**src/rtl/atto_link_pkg.sv**
```systemverilog
// Shared definitions for the toggle-link transmit arbiter and its helpers.
// Holds the FSM state encoding and the reset values of the two toggle wires.
package atto_link_pkg;

    typedef enum logic [1:0] {
        IDLE = 2'd0,
        WAIT = 2'd1,
        LOCK = 2'd2
    } link_state_e;

    localparam logic LINK_P_RST = 1'b1;
    localparam logic LINK_N_RST = 1'b0;

endpackage

```
**src/rtl/output_link_arbiter_rr_pick.sv**
```systemverilog
// rr_pick: combinational round-robin picker.
// Scans the request vector starting at ptr_i, wrapping modulo N. It returns
// the first set bit as a one-hot vector and as an index. N need not be a
// power of two. ptr_i is expected to stay below N.
module rr_pick #(
    parameter int N     = 4,
    parameter int IDX_W = $clog2(N)
) (
    input  logic [N-1:0]     req_i,
    input  logic [IDX_W-1:0] ptr_i,
    output logic [N-1:0]     gnt_oh_o,
    output logic [IDX_W-1:0] gnt_idx_o,
    output logic             any_o
);

    // Walk the N candidates in priority order; the first requester found wins.
    always_comb begin
        int idx;
        gnt_oh_o  = '0;
        gnt_idx_o = '0;
        any_o     = 1'b0;
        idx       = 0;
        for (int k = 0; k < N; k++) begin
            idx = int'(ptr_i) + k;
            if (idx >= N) begin
                idx = idx - N;
            end
            if (!any_o && req_i[idx]) begin
                any_o         = 1'b1;
                gnt_oh_o[idx] = 1'b1;
                gnt_idx_o     = IDX_W'(idx);
            end
        end
    end

endmodule

```
**src/rtl/output_link_arbiter.sv**
```systemverilog
// output_link_arbiter: shares one two-phase toggle link among PORTS requesters.
// Arbitration is round-robin at packet granularity. The winner keeps the link
// until its tail flit has been acknowledged. Only one flit is ever in flight.
// Build option ATTO_LINK_CHECK_EN adds the sticky link_err_o output. That
// output flags a half-mismatch between the link pair and the acknowledge pair,
// and it freezes the FSM until reset.
module output_link_arbiter
    import atto_link_pkg::*;
#(
    parameter int  PORTS  = 4,
    parameter int  FLIT_W = 32,
    localparam int PTR_W  = $clog2(PORTS)
) (
    input  logic                      clka,
    input  logic                      rsta_n,
    input  logic [PORTS-1:0]          req_i,
    input  logic [PORTS-1:0]          last_i,
    input  logic [PORTS*FLIT_W-1:0]   flit_i,
    output logic [PORTS-1:0]          gnt_o,
    output logic [FLIT_W-1:0]         link_flit_o,
    output logic                      link_p_o,
    output logic                      link_n_o,
    input  logic                      ack_p_i,
    input  logic                      ack_n_i
`ifdef ATTO_LINK_CHECK_EN
    ,
    output logic                      link_err_o
`endif
);

    link_state_e        state_q, state_d;
    logic [PTR_W-1:0]   rr_ptr_q, rr_ptr_d;
    logic [PTR_W-1:0]   owner_q, owner_d;
    logic               tail_q, tail_d;
    logic [FLIT_W-1:0]  link_flit_q, link_flit_d;
    logic               link_p_q, link_p_d;
    logic               link_n_q, link_n_d;
    logic [PORTS-1:0]   gnt_q, gnt_d;

    logic               link_idle;
    logic               fsm_en;
    logic               send;
    logic [PTR_W-1:0]   send_port;
    logic [PORTS-1:0]   pick_oh;
    logic [PTR_W-1:0]   pick_idx;
    logic               pick_any;

    rr_pick #(
        .N     (PORTS),
        .IDX_W (PTR_W)
    ) u_rr_pick (
        .req_i     (req_i),
        .ptr_i     (rr_ptr_q),
        .gnt_oh_o  (pick_oh),
        .gnt_idx_o (pick_idx),
        .any_o     (pick_any)
    );

    // The link is free when the downstream has echoed both toggle wires back.
    assign link_idle = (link_p_q == ack_p_i) && (link_n_q == ack_n_i);

`ifdef ATTO_LINK_CHECK_EN
    logic link_err_q, link_err_d;

    // A half-mismatch (exactly one wire out of step) is sticky until reset.
    always_comb begin
        link_err_d = link_err_q | ((link_p_q ^ ack_p_i) != (link_n_q ^ ack_n_i));
    end

    // Error flag register; only the asynchronous reset clears it.
    always_ff @(posedge clka or negedge rsta_n) begin
        if (!rsta_n) begin
            link_err_q <= 1'b0;
        end else begin
            link_err_q <= link_err_d;
        end
    end

    assign fsm_en     = !link_err_q;
    assign link_err_o = link_err_q;
`else
    assign fsm_en = 1'b1;
`endif

    // Next-state logic. It picks an owner in IDLE and follows that owner's
    // packet through WAIT and LOCK. A send is launched only when the link is free.
    always_comb begin
        state_d     = state_q;
        rr_ptr_d    = rr_ptr_q;
        owner_d     = owner_q;
        tail_d      = tail_q;
        link_flit_d = link_flit_q;
        link_p_d    = link_p_q;
        link_n_d    = link_n_q;
        gnt_d       = '0;
        send        = 1'b0;
        send_port   = owner_q;

        if (fsm_en) begin
            case (state_q)
                IDLE: begin
                    if (pick_any) begin
                        owner_d   = pick_idx;
                        send_port = pick_idx;
                        send      = 1'b1;
                        state_d   = WAIT;
                    end
                end
                WAIT: begin
                    if (link_idle) begin
                        if (tail_q) begin
                            rr_ptr_d = (owner_q == PTR_W'(PORTS - 1)) ? '0 : owner_q + PTR_W'(1);
                            state_d  = IDLE;
                        end else if (req_i[owner_q]) begin
                            send = 1'b1;
                        end else begin
                            state_d = LOCK;
                        end
                    end
                end
                LOCK: begin
                    if (req_i[owner_q]) begin
                        send    = 1'b1;
                        state_d = WAIT;
                    end
                end
                default: begin
                    state_d = IDLE;
                end
            endcase

            if (send) begin
                link_flit_d = flit_i[int'(send_port)*FLIT_W +: FLIT_W];
                tail_d      = last_i[send_port];
                link_p_d    = ~link_p_q;
                link_n_d    = ~link_n_q;
                gnt_d       = (state_q == IDLE) ? pick_oh : (PORTS'(1) << owner_q);
            end
        end
    end

    // State and registered link outputs; reset restores the idle link pair p=1/n=0.
    always_ff @(posedge clka or negedge rsta_n) begin
        if (!rsta_n) begin
            state_q     <= IDLE;
            rr_ptr_q    <= '0;
            owner_q     <= '0;
            tail_q      <= 1'b0;
            link_flit_q <= '0;
            link_p_q    <= LINK_P_RST;
            link_n_q    <= LINK_N_RST;
            gnt_q       <= '0;
        end else begin
            state_q     <= state_d;
            rr_ptr_q    <= rr_ptr_d;
            owner_q     <= owner_d;
            tail_q      <= tail_d;
            link_flit_q <= link_flit_d;
            link_p_q    <= link_p_d;
            link_n_q    <= link_n_d;
            gnt_q       <= gnt_d;
        end
    end

    assign gnt_o       = gnt_q;
    assign link_flit_o = link_flit_q;
    assign link_p_o    = link_p_q;
    assign link_n_o    = link_n_q;

endmodule

```
**config.mk**
```make
export PLATFORM = sky130hd
export DESIGN_NAME = output_link_arbiter
export DESIGN_NICKNAME = d
export VERILOG_FILES = /design/src/rtl/atto_link_pkg.sv /design/src/rtl/output_link_arbiter_rr_pick.sv /design/src/rtl/output_link_arbiter.sv
export SDC_FILE = /design/constraint.sdc
export NUM_CORES = 1
export LEC_CHECK = 0
export BUFFER_PORTS_ARGS = -buffer_cell sky130_fd_sc_hd__buf_2
export CORE_MARGIN = 3
export CORE_UTILIZATION = 47
export CTS_CLUSTER_SIZE = 16
export DETAILED_ROUTE_END_ITERATION = 8
export PLACE_DENSITY = 0.8
export SETUP_SLACK_MARGIN = 0.05
export SYNTH_ARGS = -nofsm -noshare
export SYNTH_HDL_FRONTEND = slang
export SYNTH_HIERARCHICAL = 1
export SYNTH_SLANG_ARGS = --single-unit
```
**constraint.sdc**
```tcl
create_clock -name clka -period 3.9 [get_ports clka]
set_input_delay 0.195 -clock clka [delete_from_list [all_inputs] [get_ports clka]]
set_output_delay 0.195 -clock clka [all_outputs]
set_load 0.005 [all_outputs]
```
==> insert_results.sql, run 1 <==
INSERT INTO impl_metrics (metric_group, metric, value, unit) VALUES
('logic_synthesis', 'postSynthCellCount', '382', ''),
('logic_synthesis', 'combinational_family_with_the_most_area_after_synthesis', 'compound AO/OA/AOI/OAI gates', ''),
('global_routing', 'first_global_vias', '3685', ''),
('detailed_routing', 'detailedRoute.firstPassIterationCount', '5', ''),
('detailed_routing', 'ant_nets', '0', ''),
('global_routing', 'grt_start_max_net_pins', '68', ''),
('pwr', 'leakagePower', '2.080', 'nW'),
('final_layout', 'num-fill-cells', '669', ''),
('global_routing', 'grt_usage', '25.30', '%'),
('cts', 'tritoncts.num_buffers', '5', ''),
('placed_design', 'detailed_place_hpwl', '8540', 'microns'),
('global_routing', 'grt_antenna_before_repair', '0', ''),
('outcome', 'outcome', 'complete, no violations', ''),
('detailed_routing', 'route.vias.total', '3858', ''),
('logic_synthesis', 'muxShareOfSynthArea', '5.369', '%'),
('worst_setup_path', 'worstSetupEndpointType', 'flop', ''),
('final_layout', 'n_antenna_cell', '0', ''),
('pwr', 'sequentialPowerShare', '23.2', '%'),
('min_path', 'hold_path.class', 'in2async', ''),
('logic_synthesis', 'synth.yosys.warnings', '6', ''),
('final_layout', 'final_layout_size_suffix_gt1_share', '40.00', '%'),
('cts', 'clk_transition_reported_paths', '0.09', 'ns'),
('worst_setup_path', 'worst_setup_path_start_kind', 'flop', ''),
('floorplan', 'fp-row-count', '31', ''),
('timing', 'worst-slew-pin-transition', '1.006', 'ns'),
('timing', 'final.setup.tns', '0', 'ns'),
('worst_setup_path', 'critical_path_class', 'reg2reg', ''),
('worst_setup_path', 'critical_path_peak_fanout', '66', ''),
('pwr', 'sw_frac_of_total', '49.11', '%'),
('global_routing', 'grt_pass1_wl', '18010', 'microns'),
('pwr', 'report.power.total', '3.798', 'mW'),
('logic_synthesis', 'seq_area_frac_synth', '30.81', '%'),
('cts', 'cts_hold_buffers', '0', ''),
('logic_synthesis', 'synth_cell_types', '42', ''),
('logic_synthesis', 'synthXorXnorAreaFrac', '0.9576', '%'),
('cts', 'max-clock-path-buffers', '2', ''),
('detailed_routing', 'dr.first_iter.drc_count', '248', ''),
('logic_synthesis', 'netlist.area_leader.share', '30.10', '%'),
('cts', 'cts_resized', '0', ''),
('detailed_routing', 'post_drt_via_cell_ratio', '6.134', ''),
('timing', 'rsz0062_at_grt', 'false', ''),
('detailed_routing', 'post_drt_wl_per_cell', '18.82', 'microns'),
('timing', 'relSlewSlack', '32.94', '%'),
('cts', 'cts_tree', 'done', ''),
('worst_setup_path', 'critical_path.cell_chain', 'inv_1, ha_1, mux4_2, and2b_2, o21ai_0, o31ai_1, and4bb_2, buf_4, nor2b_1, a221oi_1, o31ai_1', ''),
('logic_synthesis', 'synth.top_cells.by_count', 'sky130_fd_sc_hd__nor2b_1 (69), sky130_fd_sc_hd__a221oi_1 (66), sky130_fd_sc_hd__dfrtp_1 (44)', ''),
('timing', 'fin_skew', '0.01164', 'ns'),
('logic_synthesis', 'synth.net_count', '534', ''),
('cts', 'worstSkewPairLatency', '0.31', 'ns'),
('logic_synthesis', 'ys_ff_latch', '45', ''),
('worst_setup_path', 'critPathArrivalTime', '3.78', 'ns'),
('detailed_routing', 'drt_drc', '0', ''),
('cts', 'clkSinkCount', '45', ''),
('timing', 'final.period_utilization', '91.97', '%'),
('logic_synthesis', 'synth_top_flop_cell', 'sky130_fd_sc_hd__dfrtp_1', ''),
('cts', 'cts_post_setup_buffers_inserted', '0', ''),
('timing', 'max_slew_vio_count', '0', ''),
('pwr', 'worst_ir_drop_vdd', '0.4496', 'mV'),
('pwr', 'power.combinational.fraction', '67.3', '%'),
('logic_synthesis', 'synth_adder_area_share', '4.104', '%'),
('detailed_routing', 'drt_wl_total', '11840', 'microns'),
('final_layout', 'fin_nets', '681', ''),
('logic_synthesis', 'yosys.area_share.simple', '16.55', '%'),
('floorplan', 'floorplan.die_area', '8878', 'sq um'),
('placed_design', 'placement.setup.worst_slack', '0.1366', 'ns'),
('worst_setup_path', 'critical_path_max_stage_delay', '0.55', 'ns'),
('logic_synthesis', 'synth_edf_count', '0', ''),
('timing', 'max_freq', '278.8', 'MHz'),
('pwr', 'power_density_over_cell_area', '820.5', 'nW/um^2'),
('logic_synthesis', 'synth_compound_area_share', '34.92', '%'),
('worst_setup_path', 'crit_path_frequent_cell', 'sky130_fd_sc_hd__o31ai_1', '');
==> path summary, 6_finish.rpt <==
check | from | end | slack (ns) | cells past startpoint
hold / removal | rsta_n | link_flit_o[13]$_DFFE_PN0P_ | 0.05 | 1
setup / recovery | rr_ptr_q[1]$_DFFE_PN0P_ | link_flit_o[23]$_DFFE_PN0P_ | 0.31 | 11
min in group clka | flit_i[126] | link_flit_o[30]$_DFFE_PN0P_ | 0.23 | 3
max in group asynchronous | rsta_n | link_flit_o[0]$_DFFE_PN0P_ | 3.22 | 1
hold reg to reg | link_p_o$_DFFE_PN1P_ | link_p_o$_DFFE_PN1P_ | 0.51 | 1
setup reg to reg | rr_ptr_q[1]$_DFFE_PN0P_ | link_flit_o[23]$_DFFE_PN0P_ | 0.31 | 11
==> cells by family after synthesis <==
logic type               Yosys count
multiplexers                      11
XOR/XNOR                           4
flip-flops                        45
adder cells (fa/ha/maj)           12
AO/OA/AOI/OAI                    163
AND/OR/NAND/NOR                   95
buffers and inverters             52
==> critical path, delay by kind of cell, from the launching register on <==
family / cells / cell delay (ns)
AOI/OAI and AO/OA: 4 / 0.65
adders and majority gates: 1 / 0.38
buffers and inverters: 2 / 0.73
DFF: 1 / 0.55
muxes: 1 / 0.44
and+or+nand+nor: 3 / 0.69
==> cell usage in the layout (no fill, tap or decap), types with 2 or more instances in the layout <==
cell,netlist,layout
sky130_fd_sc_hd__o21ai_0,9,9
sky130_fd_sc_hd__xnor2_1,4,4
sky130_fd_sc_hd__a221oi_1,66,66
sky130_fd_sc_hd__buf_4,1,8
sky130_fd_sc_hd__inv_1,5,5
sky130_fd_sc_hd__nor2b_1,69,69
sky130_fd_sc_hd__o211ai_1,34,34
sky130_fd_sc_hd__mux4_1,2,2
sky130_fd_sc_hd__mux4_2,3,3
sky130_fd_sc_hd__clkbuf_8,0,5
sky130_fd_sc_hd__a21oi_1,6,6
sky130_fd_sc_hd__mux2i_1,2,2
sky130_fd_sc_hd__a22oi_1,8,8
sky130_fd_sc_hd__nand2_1,6,5
sky130_fd_sc_hd__nand2b_1,2,2
sky130_fd_sc_hd__o31ai_1,34,34
sky130_fd_sc_hd__ha_1,12,12
sky130_fd_sc_hd__buf_2,12,177
sky130_fd_sc_hd__nor2_1,8,8
sky130_fd_sc_hd__mux2_2,3,3
sky130_fd_sc_hd__dfrtp_1,44,44
==> cell type report <==
class                   instances  area [sq um]  share of cell area [%]
multi-input cells             285          2275                   49.14
flip-flops and latches         45          1127                   24.35
repair buffers                186         965.9                   20.86
well taps                      99         123.9                   2.676
clock buffers                   5         68.82                   1.486
clock inverters                 3         46.29                   1.000
inverters                       6         22.52                  0.4865
==> flip-flops by register name, summed over array words and instances (netlist names) <==
signal / flops
tail_q: 1
link_p_o: 1
owner_q: 2
gnt_o: 4
link_flit_o: 32
rr_ptr_q: 2
state_q: 2
link_n_o: 1
==> power by group through the flow <==
stage | logic (mW) | registers, mW | clock network (mW)
4_1_cts | 2.53 | 0.877 | 0.363
5_1_grt | 2.82 | 0.907 | 0.388
2_1_floorplan | 1.92 | 0.869 | 0
6_report | 2.55 | 0.881 | 0.362
3_5_place_dp | 2.52 | 0.883 | 0
3_3_place_gp | 2.46 | 0.876 | 0
==> layer usage <==
layer | wire length [microns] | up-vias | global-route usage, %
li1 | - | 1809 | -
met3 | 854 | 27 | 4.487
met1 | 4830 | 1846 | 32.11
met4 | 314 | 0 | 6.137
met5 | 0 | - | 0
met2 | 5836 | 176 | 44.39
==> stage by stage <==
step | area (sq um) | hold WS (ns) | std cells | util (%)
finish | 4629 | 0.05247 | 629 | 62.49
global route | 4629 | 0.1187 | 629 | 62.49
CTS | 4623 | 0.08158 | 629 | 62.41
detailed placement | 4508 | 0.4124 | 621 | 60.85
global placement | 4508 | 0.4052 | 621 | 60.85
floorplan | 3659 | -0.1006 | 382 | -
No activity file was read; power rests on OpenSTA's default activity.
==> inputs of run 2 (changes only) <==
--- a/config.mk
+++ b/config.mk
@@ -14,5 +14,4 @@
 export SETUP_SLACK_MARGIN = 0.05
 export SYNTH_ARGS = -nofsm -noshare
 export SYNTH_HDL_FRONTEND = slang
-export SYNTH_HIERARCHICAL = 1
 export SYNTH_SLANG_ARGS = --single-unit
==> insert_results.sql, run 2 <==
INSERT INTO impl_metrics (metric_group, metric, value, unit) VALUES
('outcome', 'outcome', 'complete, no violations', ''),
('global_routing', 'grt_usage', '22.52', '%'),
('logic_synthesis', 'ys_async_sr_fraction', '100.0', '%'),
('logic_synthesis', 'synth_edf_count', '0', ''),
('worst_setup_path', 'worst-r2r-cell-count', '9', ''),
('global_routing', 'grt_pass1_wl', '16130', 'microns'),
('cts', 'cts.root.buffer_cell', 'sky130_fd_sc_hd__clkbuf_8', ''),
('pwr', 'power_density_over_cell_area', '884.6', 'nW/um^2'),
('floorplan', 'fp-row-count', '31', ''),
('worst_setup_path', 'r2r_setup_slack', '0.49', 'ns'),
('timing', 'rsz0062_at_grt', 'false', ''),
('worst_setup_path', 'path_buf_inv', '2', ''),
('final_layout', 'fin_nets', '677', ''),
('final_layout', 'n_antenna_cell', '0', ''),
('detailed_routing', 'detailedRoute.firstPassIterationCount', '4', ''),
('logic_synthesis', 'netlist.area_leader.share', '29.72', '%'),
('min_path', 'hold_path.class', 'in2async', ''),
('cts', 'max-clock-path-buffers', '2', ''),
('detailed_routing', 'drt_drc', '0', ''),
('final_layout', 'final_layout_size_suffix_gt1_share', '48.49', '%'),
('cts', 'worstSkewPairLatency', '0.30', 'ns'),
('final_layout', 'layout.cell_area.non_filler', '4622', 'sq um'),
('worst_setup_path', 'worstSetupEndpointType', 'flop', ''),
('cts', 'tritoncts.num_buffers', '5', ''),
('timing', 'timing.final.crit_period', '3.412', 'ns'),
('placed_design', 'detailed_place.area', '4521', 'sq um'),
('worst_setup_path', 'cp_top_family', 'compound AO/OA/AOI/OAI gates', ''),
('cts', 'ctsHtreeMaxLevel', '2', ''),
('pwr', 'report.power.total', '4.089', 'mW'),
('logic_synthesis', 'synth_area', '3705', 'sq um'),
('run', 'max_cap_viol_count', '0', ''),
('detailed_routing', 'route.vias.total', '3602', ''),
('floorplan', 'die_w', '94.79', 'microns'),
('final_layout', 'largest_register_ff_count', '32', ''),
('timing', 'final-hold-violation-count', '0', ''),
('timing', 'max_freq', '293.1', 'MHz'),
('logic_synthesis', 'synth.net_count', '527', ''),
('final_layout', 'leading_cell_types_in_the_layout_fill_and_taps_excluded', 'sky130_fd_sc_hd__buf_2 (177), sky130_fd_sc_hd__and3_1 (70), sky130_fd_sc_hd__dfrtp_1 (44), sky130_fd_sc_hd__a211oi_1 (42), sky130_fd_sc_hd__nand2_1 (39)', ''),
('worst_setup_path', 'reg2reg_to', 'link_flit_o[6]$_DFFE_PN0P_', ''),
('logic_synthesis', 'synth_area_per_cell', '9.775', 'sq um'),
('timing', 'worst-slew-pin-transition', '1.007', 'ns'),
('detailed_routing', 'ant_nets', '0', ''),
('global_routing', 'first_global_vias', '3405', ''),
('timing', 'timing.final.ws_setup', '0.4876', 'ns'),
('logic_synthesis', 'ys_ff_latch', '45', ''),
('timing', 'finalSetupViolCount', '0', ''),
('pwr', 'worst_ir_drop_vdd', '0.8297', 'mV'),
('worst_setup_path', 'timing.critical_path.slowest_stage_cell', 'sky130_fd_sc_hd__dfrtp_1', ''),
('worst_setup_path', 'critPathArrivalTime', '3.58', 'ns'),
('logic_synthesis', 'synth_cell_types', '51', ''),
('worst_setup_path', 'reg_to_reg_critical_path_startpoint', 'rr_ptr_q[0]$_DFFE_PN0P_', ''),
('cts', 'cts_tree', 'done', ''),
('logic_synthesis', 'synth.most_common_cell', 'sky130_fd_sc_hd__and3_1', ''),
('floorplan', 'core-area', '7447', 'sq um'),
('final_layout', 'area.growth.synth_to_final', '24.76', '%'),
('cts', 'cts_hold_buffers', '0', ''),
('logic_synthesis', 'synth_top_flop_cell', 'sky130_fd_sc_hd__dfrtp_1', ''),
('placed_design', 'detailed_place_hpwl', '7757', 'microns'),
('cts', 'cts_post_setup_buffers_inserted', '0', ''),
('timing', 'relSlewSlack', '32.86', '%'),
('timing', 'final.setup.tns', '0', 'ns'),
('placed_design', 'port_buffers', '177', ''),
('detailed_routing', 'post_drt_via_cell_ratio', '5.727', ''),
('logic_synthesis', 'synth.yosys.warnings', '0', ''),
('floorplan', 'floorplan.initialDensity', '49.75', '%'),
('global_routing', 'globalRoute.totalOverflow', '0', ''),
('cts', 'cts_resized', '0', ''),
('placed_design', 'placement.setup.worst_slack', '0.4734', 'ns'),
('timing', 'final.period_utilization', '87.50', '%'),
('floorplan', 'floorplan.die_area', '8984', 'sq um'),
('global_routing', 'grt_antenna_before_repair', '0', ''),
('detailed_routing', 'dr.first_iter.drc_count', '174', ''),
('worst_setup_path', 'critical_path_class', 'reg2reg', ''),
('logic_synthesis', 'synthTopCellsByArea', 'sky130_fd_sc_hd__dfrtp_1 (30%), sky130_fd_sc_hd__and3_1 (12%), sky130_fd_sc_hd__a211oi_2 (9.8%), sky130_fd_sc_hd__a211oi_1 (8.5%), sky130_fd_sc_hd__o31ai_2 (6.1%)', ''),
('detailed_routing', 'post_drt_wl_per_cell', '16.98', 'microns'),
('global_routing', 'grt_start_max_net_pins', '67', ''),
('timing', 'fin_skew', '0.007458', 'ns'),
('detailed_routing', 'drt_wl_total', '10680', 'microns'),
('logic_synthesis', 'synthDominantAreaCellType', 'sky130_fd_sc_hd__dfrtp_1', ''),
('cts', 'clk_transition_reported_paths', '0.08', 'ns'),
('floorplan', 'floorplan.io_pins', '178', ''),
('final_layout', 'layout_commonest_cell', 'sky130_fd_sc_hd__buf_2', ''),
('logic_synthesis', 'seq_area_frac_synth', '30.43', '%'),
('worst_setup_path', 'cp.required', '4.07', 'ns'),
('worst_setup_path', 'critical_path_peak_fanout', '34', ''),
('pwr', 'leakagePower', '2.343', 'nW'),
('timing', 'hold-worst-slack', '0.06511', 'ns'),
('worst_setup_path', 'critical_path.cell_chain', 'inv_1, ha_1, a21bo_1, a221oi_2, o211ai_2, a22oi_4, inv_4, a211oi_1, o31ai_1', ''),
('logic_synthesis', 'synth.top_cells.by_count', 'sky130_fd_sc_hd__and3_1 (70), sky130_fd_sc_hd__dfrtp_1 (44), sky130_fd_sc_hd__a211oi_1 (42)', ''),
('worst_setup_path', 'critical_path_max_stage_delay', '0.67', 'ns'),
('floorplan', 'chipHeight', '94.79', 'microns'),
('worst_setup_path', 'worst_setup_path_start_kind', 'flop', ''),
('placed_design', 'weighted_congestion_reported_at_the_end_of_routability_driven_placement', '0.8202', ''),
('timing', 'max_slew_vio_count', '0', ''),
('cts', 'clkSinkCount', '45', ''),
('logic_synthesis', 'postSynthCellCount', '379', '');
==> run 2: final cells by class <==
class	count	area, sq um
clock buffers	7	96.34
repair buffers	184	938.4
fillers	673	2825
inverters	8	32.53
well taps	99	123.9
multi-input cells	285	2298
flip-flops and latches	45	1127
clock inverters	1	5.005
==> run 2: where the power goes <==
group	internal [mW]	switching, mW	leakage (nW)
combinational	1.20	1.69	1.73
clock	0.160	0.160	0.0542
sequential	0.710	0.171	0.556
==> run 2: logic make-up after synthesis <==
family	synth area share, %
simple gates	19.99
compound gates	34.21
buf+inv	8.173
flops	30.43
mux	3.546
fa+ha+maj	2.702
xor+xnor	0.9455
==> run 2: worst max path at each step <==
stage | slack [ns] | cells past startpoint | start | to
floorplan | 1.33 | 12 | rr_ptr_q[0]$_DFFE_PN0P_ | link_flit_o[26]$_DFFE_PN0P_
CTS | 0.46 | 9 | rr_ptr_q[0]$_DFFE_PN0P_ | link_flit_o[6]$_DFFE_PN0P_
global placement | 0.67 | 9 | rr_ptr_q[0]$_DFFE_PN0P_ | link_flit_o[6]$_DFFE_PN0P_
finish | 0.49 | 9 | rr_ptr_q[0]$_DFFE_PN0P_ | link_flit_o[6]$_DFFE_PN0P_
detailed placement | 0.47 | 9 | rr_ptr_q[0]$_DFFE_PN0P_ | link_flit_o[6]$_DFFE_PN0P_
global route | 0.22 | 9 | rr_ptr_q[0]$_DFFE_PN0P_ | link_flit_o[6]$_DFFE_PN0P_
==> run 2: per-layer routing <==
metal | share of wire, % | global-route usage, % | vias to the layer above
li1 | - | - | 1761
met1 | 41 | 27.41 | 1677
met2 | 50 | 40.11 | 152
met3 | 7.7 | 4.940 | 12
met4 | 1.3 | 5.769 | 0
met5 | 0 | 0 | -
==> run 2: metrics by stage <==
stage	instances	utilization, %
after floorplan	379	-
after detailed placement	621	60.70
final	629	62.06
after global placement	621	60.70
after global routing	629	62.06
after CTS	629	62.06
==> run 2: worst register-to-register path: cells and delay by family, from the launching register on <==
kind	cells	cell delay, ns
adders and majority gates	1	0.50
AOI/OAI and AO/OA	6	1.54
buffers and inverters	2	0.58
DFF	1	0.67
